**config.mk**
```make
export PLATFORM = sky130hd
export DESIGN_NAME = mem_port_arbiter_flat
export DESIGN_NICKNAME = d
export VERILOG_FILES = /design/src/rtl/mem_arb_pkg.sv /design/src/rtl/mem_port_arbiter_if.sv /design/src/rtl/mem_port_arbiter_timeout.sv /design/src/rtl/mem_port_arbiter.sv /design/src/flat_wrapper.sv
export SDC_FILE = /design/constraint.sdc
export NUM_CORES = 1
export LEC_CHECK = 0
export ABC_CLOCK_PERIOD_IN_PS = 1600
export CAP_MARGIN = 25
export CORE_MARGIN = 4
export CORE_UTILIZATION = 35
export DETAILED_ROUTE_END_ITERATION = 10
export GPL_TIMING_DRIVEN = 1
export PLACE_DENSITY_LB_ADDON = 0.08
export SLEW_MARGIN = 20
export SYNTH_ARGS = -nofsm -noshare
export SYNTH_HDL_FRONTEND = slang
export SYNTH_SLANG_ARGS = --single-unit
```
**constraint.sdc**
```tcl
create_clock -name clock -period 1.6 [get_ports clock]
set_input_delay 0.24 -clock clock [delete_from_list [all_inputs] [get_ports clock]]
set_output_delay 0.24 -clock clock [all_outputs]
set_load 0.05 [all_outputs]
```
**src/rtl/mem_arb_pkg.sv**
```systemverilog
// Shared encodings and helpers for the unified-memory port arbiter.
package mem_arb_pkg;

  localparam int ARB_AW      = 32;
  localparam int ARB_DW      = 32;
  localparam int ARB_TIMEOUT = 15;

  typedef enum logic [1:0] {
    ST_IDLE    = 2'd0,
    ST_IF_WAIT = 2'd1,
    ST_D_WAIT  = 2'd2
  } arb_state_e;

  typedef enum logic {
    GNT_IF = 1'b0,
    GNT_D  = 1'b1
  } grant_e;

  // On a tie the port that did not win last time is served.
  function automatic grant_e pick_grant(input logic if_pend, input logic d_pend,
                                        input grant_e last);
    if (if_pend && d_pend) return (last == GNT_IF) ? GNT_D : GNT_IF;
    return d_pend ? GNT_D : GNT_IF;
  endfunction

endpackage

```
**src/rtl/mem_port_arbiter_if.sv**
```systemverilog
// Bundles the fetch port, the load/store port and the memory side of the arbiter.
interface mem_port_arbiter_if
  import mem_arb_pkg::*;
#(
  parameter int AW = ARB_AW,
  parameter int DW = ARB_DW
);

  logic          if_req;
  logic [AW-1:0] if_addr;
  logic [DW-1:0] if_rdata;
  logic          if_valid;

  logic          d_req;
  logic [AW-1:0] d_addr;
  logic [DW-1:0] d_wdata;
  logic          d_word_we;
  logic          d_byte_we;
  logic [DW-1:0] d_rdata;
  logic          d_valid;

  logic          mem_req;
  logic [AW-1:0] mem_addr;
  logic [DW-1:0] mem_wdata;
  logic          mem_word_we;
  logic          mem_byte_we;
  logic [DW-1:0] mem_rdata;
  logic          mem_ready;

  logic          stall;
  logic          mem_err;

  modport master (
    input  if_req, if_addr,
    output if_rdata, if_valid,
    input  d_req, d_addr, d_wdata, d_word_we, d_byte_we,
    output d_rdata, d_valid,
    output mem_req, mem_addr, mem_wdata, mem_word_we, mem_byte_we,
    input  mem_rdata, mem_ready,
    output stall, mem_err
  );

  modport slave (
    output if_req, if_addr,
    input  if_rdata, if_valid,
    output d_req, d_addr, d_wdata, d_word_we, d_byte_we,
    input  d_rdata, d_valid,
    input  mem_req, mem_addr, mem_wdata, mem_word_we, mem_byte_we,
    output mem_rdata, mem_ready,
    input  stall, mem_err
  );

endinterface

```
**src/rtl/mem_port_arbiter_timeout.sv**
```systemverilog
// Counts WAIT cycles without mem_ready; expired flags the cycle whose increment reaches TIMEOUT.
module arb_timeout_counter #(
  parameter int TIMEOUT = 15
) (
  input  logic clock,
  input  logic reset,
  input  logic clear,
  input  logic enable,
  output logic expired
);

  localparam int CW = $clog2(TIMEOUT + 1);

  logic [CW-1:0] count_q, count_d;

  always_comb begin
    count_d = count_q;
    if (clear) begin
      count_d = '0;
    end else if (enable && (count_q != CW'(TIMEOUT))) begin
      count_d = count_q + CW'(1);
    end
  end

  // Looks one step ahead so the abort lands on the edge where the count would hit TIMEOUT.
  assign expired = (count_q == CW'(TIMEOUT - 1));

  always_ff @(posedge clock) begin
    if (!reset) count_q <= '0;
    else        count_q <= count_d;
  end

endmodule

```
**src/rtl/mem_port_arbiter.sv**
```systemverilog
// Shares one single-ported memory between the IF and D ports, one latched request at a time.
module mem_port_arbiter
  import mem_arb_pkg::*;
#(
  parameter int AW      = ARB_AW,
  parameter int DW      = ARB_DW,
  parameter int TIMEOUT = ARB_TIMEOUT
) (
  input logic                clock,
  input logic                reset,
  mem_port_arbiter_if.master bus
);

  arb_state_e    state_q, state_d;
  grant_e        last_grant_q, last_grant_d;
  grant_e        grant;
  logic          mem_req_q, mem_req_d;
  logic [AW-1:0] mem_addr_q, mem_addr_d;
  logic [DW-1:0] mem_wdata_q, mem_wdata_d;
  logic          mem_word_we_q, mem_word_we_d;
  logic          mem_byte_we_q, mem_byte_we_d;
  logic [DW-1:0] if_rdata_q, if_rdata_d;
  logic [DW-1:0] d_rdata_q, d_rdata_d;
  logic          if_valid_q, if_valid_d;
  logic          d_valid_q, d_valid_d;
  logic          mem_err_q, mem_err_d;
  logic          tmo_clear, tmo_enable, tmo_expired;
  logic          if_pend, d_pend;

  // A request whose valid is showing this cycle is already served.
  assign if_pend = bus.if_req & ~if_valid_q;
  assign d_pend  = bus.d_req & ~d_valid_q;
  assign grant   = pick_grant(if_pend, d_pend, last_grant_q);

  arb_timeout_counter #(.TIMEOUT(TIMEOUT)) u_timeout (
    .clock   (clock),
    .reset   (reset),
    .clear   (tmo_clear),
    .enable  (tmo_enable),
    .expired (tmo_expired)
  );

  always_comb begin
    state_d       = state_q;
    last_grant_d  = last_grant_q;
    mem_req_d     = mem_req_q;
    mem_addr_d    = mem_addr_q;
    mem_wdata_d   = mem_wdata_q;
    mem_word_we_d = mem_word_we_q;
    mem_byte_we_d = mem_byte_we_q;
    if_rdata_d    = if_rdata_q;
    d_rdata_d     = d_rdata_q;
    if_valid_d    = 1'b0;
    d_valid_d     = 1'b0;
    mem_err_d     = mem_err_q;
    tmo_clear     = 1'b0;
    tmo_enable    = 1'b0;

    unique case (state_q)
      ST_IDLE: begin
        if (if_pend || d_pend) begin
          tmo_clear    = 1'b1;
          mem_req_d    = 1'b1;
          last_grant_d = grant;
          if (grant == GNT_D) begin
            state_d       = ST_D_WAIT;
            mem_addr_d    = bus.d_addr;
            mem_wdata_d   = bus.d_wdata;
            mem_word_we_d = bus.d_word_we;
            mem_byte_we_d = bus.d_byte_we;
          end else begin
            state_d       = ST_IF_WAIT;
            mem_addr_d    = bus.if_addr;
            mem_word_we_d = 1'b0;
            mem_byte_we_d = 1'b0;
          end
        end
      end

      ST_IF_WAIT, ST_D_WAIT: begin
        if (bus.mem_ready) begin
          state_d       = ST_IDLE;
          mem_req_d     = 1'b0;
          mem_word_we_d = 1'b0;
          mem_byte_we_d = 1'b0;
          if (state_q == ST_IF_WAIT) begin
            if_valid_d = 1'b1;
            if_rdata_d = bus.mem_rdata;
          end else begin
            d_valid_d = 1'b1;
            if (!mem_word_we_q && !mem_byte_we_q) d_rdata_d = bus.mem_rdata;
          end
        end else begin
          tmo_enable = 1'b1;
          if (tmo_expired) begin
            state_d       = ST_IDLE;
            mem_req_d     = 1'b0;
            mem_word_we_d = 1'b0;
            mem_byte_we_d = 1'b0;
            mem_err_d     = 1'b1;
            if (state_q == ST_IF_WAIT) begin
              if_valid_d = 1'b1;
              if_rdata_d = '0;
            end else begin
              d_valid_d = 1'b1;
              d_rdata_d = '0;
            end
          end
        end
      end

      default: begin
        state_d   = ST_IDLE;
        mem_req_d = 1'b0;
      end
    endcase
  end

  always_ff @(posedge clock) begin
    if (!reset) begin
      state_q       <= ST_IDLE;
      last_grant_q  <= GNT_IF;
      mem_req_q     <= 1'b0;
      mem_addr_q    <= '0;
      mem_wdata_q   <= '0;
      mem_word_we_q <= 1'b0;
      mem_byte_we_q <= 1'b0;
      if_rdata_q    <= '0;
      d_rdata_q     <= '0;
      if_valid_q    <= 1'b0;
      d_valid_q     <= 1'b0;
      mem_err_q     <= 1'b0;
    end else begin
      state_q       <= state_d;
      last_grant_q  <= last_grant_d;
      mem_req_q     <= mem_req_d;
      mem_addr_q    <= mem_addr_d;
      mem_wdata_q   <= mem_wdata_d;
      mem_word_we_q <= mem_word_we_d;
      mem_byte_we_q <= mem_byte_we_d;
      if_rdata_q    <= if_rdata_d;
      d_rdata_q     <= d_rdata_d;
      if_valid_q    <= if_valid_d;
      d_valid_q     <= d_valid_d;
      mem_err_q     <= mem_err_d;
    end
  end

  assign bus.if_rdata    = if_rdata_q;
  assign bus.if_valid    = if_valid_q;
  assign bus.d_rdata     = d_rdata_q;
  assign bus.d_valid     = d_valid_q;
  assign bus.mem_req     = mem_req_q;
  assign bus.mem_addr    = mem_addr_q;
  assign bus.mem_wdata   = mem_wdata_q;
  assign bus.mem_word_we = mem_word_we_q;
  assign bus.mem_byte_we = mem_byte_we_q;
  assign bus.mem_err     = mem_err_q;
  assign bus.stall       = if_pend | d_pend;

endmodule
```
**src/flat_wrapper.sv**
```systemverilog
// flat-port wrapper written by rule: the top's interface ports become plain ports
module mem_port_arbiter_flat import mem_arb_pkg::*;
#(
  parameter int AW      = ARB_AW,
  parameter int DW      = ARB_DW,
  parameter int TIMEOUT = ARB_TIMEOUT
)
  (clock, reset, bus_if_req, bus_if_addr, bus_if_rdata, bus_if_valid, bus_d_req, bus_d_addr, bus_d_wdata, bus_d_word_we, bus_d_byte_we, bus_d_rdata, bus_d_valid, bus_mem_req, bus_mem_addr, bus_mem_wdata, bus_mem_word_we, bus_mem_byte_we, bus_mem_rdata, bus_mem_ready, bus_stall, bus_mem_err);
  mem_port_arbiter_if #(.AW(AW), .DW(DW)) bus_i ();
  input logic clock;
  input logic reset;
  input wire logic [$bits(bus_i.if_req)-1:0] bus_if_req;
  input wire logic [$bits(bus_i.if_addr)-1:0] bus_if_addr;
  output wire logic [$bits(bus_i.if_rdata)-1:0] bus_if_rdata;
  output wire logic [$bits(bus_i.if_valid)-1:0] bus_if_valid;
  input wire logic [$bits(bus_i.d_req)-1:0] bus_d_req;
  input wire logic [$bits(bus_i.d_addr)-1:0] bus_d_addr;
  input wire logic [$bits(bus_i.d_wdata)-1:0] bus_d_wdata;
  input wire logic [$bits(bus_i.d_word_we)-1:0] bus_d_word_we;
  input wire logic [$bits(bus_i.d_byte_we)-1:0] bus_d_byte_we;
  output wire logic [$bits(bus_i.d_rdata)-1:0] bus_d_rdata;
  output wire logic [$bits(bus_i.d_valid)-1:0] bus_d_valid;
  output wire logic [$bits(bus_i.mem_req)-1:0] bus_mem_req;
  output wire logic [$bits(bus_i.mem_addr)-1:0] bus_mem_addr;
  output wire logic [$bits(bus_i.mem_wdata)-1:0] bus_mem_wdata;
  output wire logic [$bits(bus_i.mem_word_we)-1:0] bus_mem_word_we;
  output wire logic [$bits(bus_i.mem_byte_we)-1:0] bus_mem_byte_we;
  input wire logic [$bits(bus_i.mem_rdata)-1:0] bus_mem_rdata;
  input wire logic [$bits(bus_i.mem_ready)-1:0] bus_mem_ready;
  output wire logic [$bits(bus_i.stall)-1:0] bus_stall;
  output wire logic [$bits(bus_i.mem_err)-1:0] bus_mem_err;
  assign bus_i.if_req = bus_if_req;
  assign bus_i.if_addr = bus_if_addr;
  assign bus_if_rdata = bus_i.if_rdata;
  assign bus_if_valid = bus_i.if_valid;
  assign bus_i.d_req = bus_d_req;
  assign bus_i.d_addr = bus_d_addr;
  assign bus_i.d_wdata = bus_d_wdata;
  assign bus_i.d_word_we = bus_d_word_we;
  assign bus_i.d_byte_we = bus_d_byte_we;
  assign bus_d_rdata = bus_i.d_rdata;
  assign bus_d_valid = bus_i.d_valid;
  assign bus_mem_req = bus_i.mem_req;
  assign bus_mem_addr = bus_i.mem_addr;
  assign bus_mem_wdata = bus_i.mem_wdata;
  assign bus_mem_word_we = bus_i.mem_word_we;
  assign bus_mem_byte_we = bus_i.mem_byte_we;
  assign bus_i.mem_rdata = bus_mem_rdata;
  assign bus_i.mem_ready = bus_mem_ready;
  assign bus_stall = bus_i.stall;
  assign bus_mem_err = bus_i.mem_err;
  mem_port_arbiter #(.AW(AW), .DW(DW), .TIMEOUT(TIMEOUT)) u_core (.clock(clock), .reset(reset), .bus(bus_i));
endmodule
```
* Word level (Yosys, flattened, before mapping)
Index checks and enable logic that the tools add are counted.
** Storage, ports and cells
- Input port bits :: 135
- Register bits after elaboration :: 141
- Output and inout bits :: 135
** Cells by class
- Bitwise operators :: 8
- Mux-type cells :: 40
- Add/sub/neg operators :: 1
- Equal/unequal tests :: 7
- Reduce and logical (&&, ||, !) cells :: 19
** Operator list (number)
- $mux W32 :: 10
- $mux W1 :: 22
- $reduce_and A3 Y1 :: 4
- $mux W2 :: 4
- $pmux W1 S2 :: 3
- $reduce_and A2 Y1 :: 3
- $not A1 Y1 :: 5
- $add A4 B1 Y4 const B :: 1
- $eq A4 B4 Y1 const B :: 1
- $ne A2 B1 Y1 const B :: 2
- $ne A4 B4 Y1 const B :: 1
- $pmux W2 S2 :: 1
- $reduce_and A4 Y1 :: 1
- $reduce_bool A2 Y1 :: 2
- $reduce_or A2 Y1 :: 2
- $logic_and A1 B1 Y1 :: 3
- $ne A3 B2 Y1 const B :: 1
- $and A1 B1 Y1 :: 2
- $eq A2 B1 Y1 const B :: 1
- $eq A2 B2 Y1 const B :: 1
- $logic_not A1 Y1 :: 2
- $logic_not A2 Y1 :: 1
- $logic_or A1 B1 Y1 :: 1
- $or A1 B1 Y1 :: 1

* Longest topological paths before layout
Gate-level depths: netlist (run 1).
- Word-level depth :: 8
- Mapped depth :: 8
- Mapped depth without buffers :: 6

* Modules after synthesis
From an unflattened synthesis (run 1), not the netlist that was laid out.
** Unflattened totals
- Cell total of the unflattened synthesis :: 655
- Area total of the unflattened synthesis :: 5420.2 µm²
** By module, submodules not included
- mem_port_arbiter :: cells each 632, sequential area each 2742.6 µm², times used 1, area each 5208.7 µm²
- arb_timeout_counter :: cells each 23, sequential area each 80.1 µm², times used 1, area each 211.5 µm²

* Worst setup path before layout (run 1)
OpenSTA, ideal clock, no wires.
- Path type :: register to register
- Start point :: reg u_core.d_valid_q, in the netlist u_core.bus.d_valid
- End point :: reg u_core.mem_req_q, in the netlist u_core.bus.mem_req
- Period minus slack after synthesis :: 1.612 ns
- Setup slack :: -0.012 ns
- Arrival :: 1.487 ns
- Stages on the path, launching flop included :: 5
- Required time :: 1.475 ns
- Cells stage by stage :: dfxtp_1 nand2b_1 nand2_1 a21oi_1 a211oi_1
** Between the ends
- Word-level cells in the longest chain between the ends :: 5
** RTL lines
- from (decl) :: line mem_port_arbiter.sv:25 : logic d_valid_q, d_valid_d;
- from (signal assigned) :: line mem_port_arbiter.sv:144 : d_valid_q <= d_valid_d;
- $not A1 Y1 :: line mem_port_arbiter.sv:32 : assign d_pend = bus.d_req & ~d_valid_q;
- $and A1 B1 Y1 :: line mem_port_arbiter.sv:32
- $logic_or A1 B1 Y1 :: line mem_port_arbiter.sv:61 : if (if_pend || d_pend) begin
- $ne A2 B1 Y1 (no source line)
- $reduce_and A2 Y1 (no source line)
- to (signal assigned) :: line mem_port_arbiter.sv:136 : mem_req_q <= mem_req_d;
- to (decl) :: line mem_port_arbiter.sv:17 : logic mem_req_q, mem_req_d;
No other way between the ends.
A chain may end at the register's enable or synchronous reset.

* Worst setup path in the final report (run 1)
- Start point :: reg u_core.state_q[1]
- End point :: reg u_core.d_rdata_q[7], in the netlist u_core.bus.d_rdata[7]
** Between the ends
- Word-level cells in the longest chain between the ends :: 3
** RTL lines
- from (decl) :: line mem_port_arbiter.sv:14 : arb_state_e state_q, state_d;
- from (signal assigned) :: line mem_port_arbiter.sv:134 : state_q <= state_d;
- $eq A2 B1 Y1 or $eq A2 B2 Y1 (tied branches) :: line mem_port_arbiter.sv:59, mem_port_arbiter.sv:86, mem_port_arbiter.sv:101
- $reduce_or A2 Y1 or $not A1 Y1 (tied branches)
- $reduce_and A4 Y1 (no source line) (*)
- to (signal assigned) :: line mem_port_arbiter.sv:142 : d_rdata_q <= d_rdata_d;
- to (decl) :: line mem_port_arbiter.sv:23 : logic [DW-1:0] d_rdata_q, d_rdata_d;
Every way passes the cells marked *; elsewhere a longest branch is shown, timed or not.

==> flow_summary.ini, run 1 <==
[cells_and_area]
stdcell_count = 1018
diodes = 0
multiInputGateArea_um2 = 2118
fillers = 1210
drive_gt1_share_pct = 28.28
seq_area_um2 = 2828
post-route-util_pct = 62.04
area_delta_synth_final_pct = 71.38
design_area_um2 = 8712
nNetsFinal = 966

[setup_path]
cp-start-kind = flip-flop
critPathMaxFanout = 8
end_kind = flip-flop
path_buf_inv = 4
critPathTopFamily = buffers and inverters
cpPeakStageDelay_ps = 330
crit_top_cell = buf_6
worstPathRequired_ps = 1950
crit_chain = inv_2 > ha_4 > buf_6 > nand2_4 > nor4_4 > buf_6 > buf_6 > a22o_1
critPathArrivalTime_ps = 1960
crit_slowest_cell = dfxtp_2
critPathKind = reg2reg

[clock_network]
tritoncts = built
htree_levels = 4
cts_buffers = 17
cts_sinks = 141
cts_root_buffer = clkbuf_16
clk_path_buf_depth = 2
clk_latency_ps = 410
clkSlewWorstSetupHoldPaths_ps = 60

[pwr]
power_density_nw_per_um2 = 1306
total_power_w = 0.01137
max-vdd-ir-drop_v = 0.0007903
p_leak_nw = 3.705

[yosys]
synth_nets = 673
yosysTopAreaCellShare_pct = 55.53
yosysTopAreaCell = dfxtp_1
synth_cell_types = 39
synth_edf_count = 0
async_reset_ff_share_pct = 0
ys_warn_count = 0
synth.avg_cell_area_um2 = 9.520
ys_ff_latch = 141
ys_seq_area_share_pct = 55.53
syn_area_um2 = 5084
ys.flop_type = dfxtp_1
syn_inst = 534
yosysMostFrequentCell = dfxtp_1
synth_common_cells = dfxtp_1 (141), nand2_1 (134), a22o_1 (62)
synthTopCellsByArea = dfxtp_1 (56%), a22o_1 (11%), nand2_1 (9.9%), a31oi_1 (4.1%), a21oi_1 (3.5%)

[grt]
use_met3_pct = 7.430
antenna_found_initial = 0
grt_pass1_vias = 4917
use_met1_pct = 21.36
met2_usage_pct = 29.94
grt_pass1_wl_um = 24160
overflow = 0
grt_usage_pct = 18.34
grt_most_used_layer = met2
grt_max_degree = 40

[placement]
dp_hpwl_um = 11400
gp_congestion = 0.7577
place_area_um2 = 7846
port_buffers = 269
place_inst = 974

[floorplanning]
fp.dieH_um = 128.5
core_area_um2 = 14040
die_w_um = 128.5
start_util_pct = 36.20
die_area_um2 = 16520
pin_count = 270
rows = 43

[min_path]
hp-class = in2reg

[sta]
final-setup-viol-count = 3
rsz0062_at_grt = true
slew_headroom_pct = 74.45
min_period_ps = 1607
finalCritPeriodShare_pct = 100.4
hold_viol = 0
skew_ps = 9.047
final.setup.worst_slack_ps = -7.122
tightest_slew_ps = 383.2
tns_ps = -13.01
timing.fmax_ghz = 0.6222
finalMaxSlewViolations = 0

[routing]
num_vias = 5080
drc = 0
ant_nets = 0
first_pass_iters = 5
wl_um = 16670
drt_iter0_drc = 280
routed_via_density = 4.990
wl_per_cell_um = 16.37

[run_status]
violations = setup timing
outcome = finished, violations left

[run]
cap_violations = 0
-- power by group --
part           total [W]  switching [W]  internal (W)
Clock            0.00366        0.00138       0.00228
Sequential       0.00407       0.000193       0.00388
Combinational    0.00364        0.00220       0.00144
Total             0.0114        0.00378       0.00760
-- layout by cell type (no fill, tap or decap), drive strengths merged, types with 2 or more instances in the layout --
master         Yosys  routed
o21ai             34      34
buf               18     174
clkinvlp           0       2
nor2               9       9
clkinv             0       4
xnor2              2       2
nand2            134     134
clkbuf            21      29
a21oi             36      36
a211oi             3       3
ha                 4       4
a32o               4       4
nor3               2       2
nand3              3       3
nand2b             5       5
clkdlybuf4s50      0     134
a22o              64      64
a31oi             34      34
dfxtp            141     141
inv                7       6
-- worst paths after layout --
| kind | startpoint | end | slack, ps | depth (start not counted) |
|---|---|---|---|---|
| max reg2reg | u_core.state_q[1] | u_core.bus.d_rdata[7] | -7 | 8 |
| min | bus_d_wdata[0] | u_core.bus.mem_wdata[0] | 370 | 3 |
| min reg2reg | u_core.bus.mem_wdata[24] | u_core.bus.mem_wdata[24] | 450 | 2 |
| max | u_core.state_q[1] | u_core.bus.d_rdata[7] | -7 | 8 |
-- cell families after synthesis --
group | after synthesis | synth area share [%]
compound gates | 179 | 24.42
xor+xnor | 2 | 0.3446
fa+ha+maj | 4 | 0.9845
buf+inv | 46 | 5.119
flops | 141 | 55.53
simple gates | 162 | 13.61
-- worst register-to-register path: stages (launching register included) --
cell     delay, ps
dfxtp_2        330
inv_2           50
ha_4           270
buf_6          110
nand2_4         50
nor4_4         270
buf_6          180
buf_6          150
a22o_1         150
-- per-layer routing --
metal | vias to the layer above | part of all wire, %
li1 | 2484 | -
met1 | 2349 | 40
met2 | 209 | 48
met3 | 38 | 9.4
met4 | 0 | 2.7
met5 | - | 0
-- state kept, by name (all words and copies together), names as in the netlist --
name,count
u_core.bus.d_valid,1
u_core.bus.mem_byte_we,1
u_core.bus.if_valid,1
u_core.bus.mem_wdata,32
u_core.bus.mem_err,1
u_core.u_timeout.count_q,4
u_core.state_q,2
u_core.bus.mem_addr,32
u_core.bus.mem_word_we,1
u_core.bus.if_rdata,32
u_core.bus.mem_req,1
u_core.bus.d_rdata,32
u_core.last_grant_q,1
-- cell type report --
class / count / share of cell area [%]
Timing Repair Buffer: 313 / 33.95
Sequential cell: 141 / 32.46
Multi-Input combinational cell: 347 / 24.31
Clock buffer: 24 / 5.644
Tap cell: 180 / 2.585
Clock inverter: 6 / 0.7037
Inverter: 7 / 0.3447
-- what timing repair did --
| action | in CTS | in global routing |
|---|---|---|
| resized for setup | 7 | 21 |
| setup endpoints to repair | 3 | 44 |
| gates cloned | 0 | 6 |
| pin swaps | 0 | 20 |
| buffers inserted | 0 | 8 |
| hold endpoints to repair | 0 | 0 |
| hold buffers | 0 | 0 |
-- metrics by stage --
stage / hold WS [ps] / worst slack, ps
2_1_floorplan: 365.5 / 10.30
3_3_place_gp: 442.8 / -195.0
3_5_place_dp: 446.8 / -189.3
4_1_cts: 358.1 / 22.19
5_1_grt: 365.0 / -52.98
6_report: 372.1 / -7.122
No activity file was read; power rests on OpenSTA's default activity.
==> run 2, diff against run 1 <==
--- a/config.mk
+++ b/config.mk
@@ -6,8 +6,8 @@
 export NUM_CORES = 1
 export LEC_CHECK = 0
 export ABC_CLOCK_PERIOD_IN_PS = 1600
-export CAP_MARGIN = 25
-export CORE_MARGIN = 4
+export CAP_MARGIN = 20
+export CORE_MARGIN = 8
 export CORE_UTILIZATION = 35
 export DETAILED_ROUTE_END_ITERATION = 10
 export GPL_TIMING_DRIVEN = 1
==> flow_summary.ini, run 2 (synthesized netlist as in run 1, its figures left out) <==
[floorplanning]
die_w_um = 136.5
rows = 44
fp.dieH_um = 136.5
pin_count = 270
start_util_pct = 35.38
core_area_um2 = 14370
die_area_um2 = 18640

[sta]
final.setup.worst_slack_ps = 68.55
min_period_ps = 1531
tightest_slew_ps = 293.3
final-setup-viol-count = 0
tns_ps = 0
hold_viol = 0
timing.fmax_ghz = 0.6530
finalCritPeriodShare_pct = 95.72
slew_headroom_pct = 80.45
finalMaxSlewViolations = 0
skew_ps = 6.098

[routing]
wl_um = 17450
first_pass_iters = 4
num_vias = 5043
wl_per_cell_um = 17.09
drc = 0
drt_iter0_drc = 198
ant_nets = 0
routed_via_density = 4.939

[cells_and_area]
stdcell_count = 1021
area_delta_synth_final_pct = 71.23
final_common_cell = buf_4
multiInputGateArea_um2 = 2098
layout_common_cells = buf_4 (156), dfxtp_1 (136), clkdlybuf4s50_1 (134)
diodes = 0
drive_gt1_share_pct = 28.32
seq_area_um2 = 2829
fillers = 1238
nNetsFinal = 963

[pwr]
power.internal_w = 0.007791
power_density_nw_per_um2 = 1338
combPwrFrac_pct = 30.8
switchingPower_w = 0.003853
total_power_w = 0.01164
max-vdd-ir-drop_v = 0.0006037
clkPwrFrac_pct = 34.3
p_leak_nw = 3.698
p_sw_share_pct = 33.09
share_seq_of_total_power_pct = 34.9

[placement]
place_inst = 980
preCtsSetupSlack_ps = -220.6
port_buffers = 269
gp_congestion = 0.7507
dp_hpwl_um = 12560

[clock_network]
htree_levels = 4
holdBufCountCts = 0
clkSlewWorstSetupHoldPaths_ps = 60
tritoncts = built
cts_buffers = 17
clk_path_buf_depth = 2
clk_latency_ps = 410
cts_root_buffer = clkbuf_16
cts_sinks = 141

[setup_path]
critPathKind = reg2reg
path_buf_inv = 1
crit_slowest_cell = dfxtp_2
critPathMaxFanout = 32
critPathArrivalTime_ps = 1830
end_kind = flip-flop
crit_chain = ha_1 > nand3_2 > o21ai_2 > a31oi_4 > buf_12 > a22o_2
cp-start-kind = flip-flop
cpPeakStageDelay_ps = 350
critPathTopFamily = compound AO/OA/AOI/OAI gates
worstPathRequired_ps = 1900

[grt]
grt_pass1_vias = 5040
grt_max_degree = 41
grt_usage_pct = 17.62
overflow = 0
antenna_found_initial = 0
grt_pass1_wl_um = 26000

[run_status]
outcome = complete, no violations

[run]
cap_violations = 0

[min_path]
hp-class = in2reg
## run 2: cell types whose count changed in the layout (fill, tap and decap cells not counted), sizes merged
| cell | before | now |
|---|---|---|
| clkbuf | 29 | 25 |
| buf | 174 | 172 |
| clkinvlp | 2 | 4 |
| clkinv | 4 | 5 |
| bufinv | 1 | 3 |
## run 2: cell type report
type | count | area share, %
clock buffers | 21 | 5.290
repair buffers | 310 | 33.49
multi-input cells | 347 | 24.11
well taps | 184 | 2.645
flip-flops and latches | 141 | 32.50
inverters | 7 | 0.3450
clock inverters | 11 | 1.624
## run 2: timing repair
| action | 4_1_cts | 5_1_grt |
|---|---|---|
| resized for setup | 8 | 15 |
| setup buffers | 0 | 5 |
| gates cloned | 0 | 4 |
| setup endpoints to repair | 5 | 80 |
| pin swaps | 1 | 2 |
## run 2: routing by layer
| metal | global-route usage [%] | wire (um) |
|---|---|---|
| met5 | 0 | 0 |
| met2 | 29.12 | 8480 |
| met1 | 19.01 | 6736 |
| met4 | 7.627 | 299 |
| met3 | 8.186 | 1937 |
## run 2: power by group through the flow
stage | registers, W | logic [W] | clock network (W)
finish | 0.00406 | 0.00359 | 0.00399
detailed placement | 0.00413 | 0.00339 | 0
CTS | 0.00406 | 0.00341 | 0.00408
global placement | 0.00412 | 0.00336 | 0
global route | 0.00410 | 0.00380 | 0.00424
floorplan | 0.00529 | 0.000865 | 0
## run 2: worst paths after layout
path / to / from / cells after the start / slack, ps
worst max register to register: u_core.bus.d_rdata[31] / u_core.u_timeout.count_q[1] / 6 / 70
worst min register to register: u_core.bus.mem_wdata[12] / u_core.bus.mem_wdata[12] / 2 / 460
worst max-delay path: u_core.bus.d_rdata[31] / u_core.u_timeout.count_q[1] / 6 / 70
worst min-delay path: u_core.bus.mem_wdata[0] / bus_d_wdata[0] / 3 / 370
## run 2: worst min-delay path, delay by kind of cell
family	cells	cell delay [ps]
simple gates	1	60
buf+inv	1	390
compound gates	1	50
## run 2: through the flow
stage,hold WS (ps),instance area (um^2),util [%]
floorplan,365.5,5086,-
global placement,441.9,7879,54.83
detailed placement,450.2,7879,54.83
CTS,350.3,8522,59.31
global route,363.4,8705,60.58
finish,371.0,8705,60.58
==> run 3, diff against run 2 <==
--- a/config.mk
+++ b/config.mk
@@ -6,13 +6,13 @@
 export NUM_CORES = 1
 export LEC_CHECK = 0
 export ABC_CLOCK_PERIOD_IN_PS = 1600
-export CAP_MARGIN = 20
 export CORE_MARGIN = 8
-export CORE_UTILIZATION = 35
+export CORE_UTILIZATION = 36
 export DETAILED_ROUTE_END_ITERATION = 10
 export GPL_TIMING_DRIVEN = 1
 export PLACE_DENSITY_LB_ADDON = 0.08
 export SLEW_MARGIN = 20
 export SYNTH_ARGS = -nofsm -noshare
 export SYNTH_HDL_FRONTEND = slang
+export SYNTH_HIERARCHICAL = 1
 export SYNTH_SLANG_ARGS = --single-unit
==> flow_summary.ini, run 3 <==
[run_status]
outcome = finished, violations left
violations = setup timing

[min_path]
hold_end = u_core/bus.mem_byte_we
hp-start = reset
hold_depth = 5
hp-class = in2reg

[grt]
grt_usage_pct = 18.54
grt_max_degree = 65
overflow = 0
antenna_found_initial = 0
grt_pass1_wl_um = 29220
grt_pass1_vias = 5552

[yosys]
yosys.area_share.simple_pct = 21.35
synth_cell_types = 42
muxShareOfSynthArea_pct = 0.3693
async_reset_ff_share_pct = 0
yosysTopAreaCell = dfxtp_1
synth_top_family_by_area = simple AND/OR/NAND/NOR gates
synth.avg_cell_area_um2 = 8.275
synth_compound_area_share_pct = 19.88
ys_seq_area_share_pct = 52.08
ys_warn_count = 6
synth_common_cells = dfxtp_1 (141), nand2_1 (133), nand3_1 (68)
synthTopCellsByArea = dfxtp_1 (52%), nand2_1 (9.2%), nand3_1 (6.3%), o21ai_0 (5.4%), a22oi_1 (4.6%)
synth_edf_count = 0
ys_ff_latch = 141
yosysMostFrequentCell = dfxtp_1
syn_area_um2 = 5420
synth_xor_area_share_pct = 0
yosys.area_share.adder_pct = 1.154
yosysTopAreaCellShare_pct = 52.08
synth_nets = 795
ys.flop_type = dfxtp_1
syn_inst = 655

[run]
cap_violations = 0

[cells_and_area]
final_common_cell = buf_4
post-route-util_pct = 60.77
nNetsFinal = 1063
drive_gt1_share_pct = 27.35
area_delta_synth_final_pct = 67.91
seq_area_um2 = 2833
multiInputGateArea_um2 = 2509
fillers = 1313
layout_common_cells = buf_4 (151), dfxtp_1 (137), clkdlybuf4s50_1 (133), nand2_1 (133), nand3_1 (50)
diodes = 0

[clock_network]
cts_root_buffer = clkbuf_16
clk_path_buf_depth = 2
clk_latency_ps = 430
clkSlewWorstSetupHoldPaths_ps = 60
htree_levels = 4
cts_sinks = 141
tritoncts = built
cts_buffers = 17

[setup_path]
critPathKind = reg2reg
critPathMaxFanout = 8
reg2regPathDepth = 9
r2r_start = u_core/u_timeout/count_q[0]
critPathArrivalTime_ps = 2010
regToRegSetupSlack_ps = -60
end_kind = flip-flop
cp-start-kind = flip-flop
worstPathRequired_ps = 1950
r2r-end = u_core/bus.d_rdata[1]

[routing]
top_layer_used = met4
first_pass_iters = 5
met2_length_um = 9333
num_vias = 5724
wl_met3_um = 1679
wl_um = 19480
routed_via_density = 5.093
met1Wirelength_um = 7950
drc = 0
wl_per_cell_um = 17.33
drt_iter0_drc = 342
ant_nets = 0

[pwr]
max-vdd-ir-drop_v = 0.0007247
p_leak_nw = 3.714
power_density_nw_per_um2 = 1334

[floorplanning]
die_w_um = 138.7
core_area_um2 = 14980
pin_count = 270
fp.dieH_um = 138.7
rows = 45
start_util_pct = 36.19
die_area_um2 = 19240

[sta]
final.setup.worst_slack_ps = -61.90
skew_ps = 10.49
slew_headroom_pct = 74.92
tightest_slew_ps = 376.2
rsz0062_at_grt = true
min_period_ps = 1662
final-setup-viol-count = 32
timing.fmax_ghz = 0.6017
finalMaxSlewViolations = 0
hold_viol = 0
finalCritPeriodShare_pct = 103.9

[placement]
preCtsSetupSlack_ps = -141.3
gp_congestion = 0.8217
dp_hpwl_um = 13470
port_buffers = 269
-- run 3: cell count changes in the layout (fill, tap and decap cells not counted), moves of 4 or more --
cell,change
a22o_1,-62
nand3_1,+48
o21ai_1,+33
a22oi_1,+32
nor2_1,+31
nand3_2,+18
a21oi_1,+6
buf_4,-5
a32o_1,-4
-- run 3: report_power, final --
group | switching (W) | internal [W] | total, W
sequential | 0.000206 | 0.00388 | 0.00409
combinational | 0.00243 | 0.00143 | 0.00386
clock | 0.00147 | 0.00272 | 0.00419
total | 0.00411 | 0.00804 | 0.0121
-- run 3: cell type report --
class | instances | share of cell area (%)
flip-flops and latches | 141 | 31.12
clock inverters | 11 | 1.801
inverters | 7 | 0.2887
well taps | 188 | 2.585
clock buffers | 21 | 5.169
repair buffers | 305 | 31.47
multi-input cells | 451 | 27.56
-- run 3: how the worst max path moves through the flow --
stage,startpoint,end,depth (start not counted)
after floorplan,u_core/bus.d_valid,u_core/u_timeout/count_q[2],7
after global placement,bus_mem_ready,u_core/bus.d_rdata[25],7
after detailed placement,bus_mem_ready,u_core/bus.d_rdata[30],6
after CTS,u_core/u_timeout/count_q[0],u_core/bus.d_rdata[30],8
after global routing,u_core/u_timeout/count_q[0],u_core/bus.d_rdata[10],9
final,u_core/u_timeout/count_q[0],u_core/bus.d_rdata[1],9
-- run 3: what timing repair did --
item                       CTS  global route
cloned                       0             7
pin swaps                    1            18
gates resized for setup      2            62
hold buffers                 0             0
setup endpoints to repair   27            51
buffers inserted             1             3
-- run 3: worst max-delay path: stages (launching register included) --
cell and delay [ps]:
dfxtp_2 340, inv_2 50, ha_4 150, and3_4 170
and2b_2 210, o21ai_4 160, buf_12 160, clkbuf_16 170
nand3_2 70, o21ai_1 90
-- run 3: cells by family after synthesis --
group,count (synthesis)
AOI/OAI and AO/OA,181
adders and majority gates,5
buffers and inverters,63
DFF,141
muxes,2
and+or+nand+nor,263
-- run 3: routing by layer --
layer / global-route usage, % / up-vias
met2: 30.20 / 233
met1: 21.02 / 2648
met4: 8.203 / 0
met3: 7.573 / 36
li1: - / 2807
met5: 0 / -
-- run 3: through the flow --
| stage | cell area [um^2] | hold WS (ps) | total power, W | setup TNS, ps | std cells |
|---|---|---|---|---|---|
| after detailed placement | 8134 | 446.9 | 0.007777 | -9122 | 1081 |
| after floorplan | 5513 | 376.0 | 0.006453 | 0 | 655 |
| after CTS | 8783 | 286.7 | 0.01200 | -276.8 | 1114 |
| after global placement | 8134 | 442.2 | 0.007720 | -6678 | 1081 |
| after global routing | 9101 | 324.7 | 0.01269 | -2792 | 1124 |
| final | 9101 | 299.2 | 0.01214 | -776.9 | 1124 |
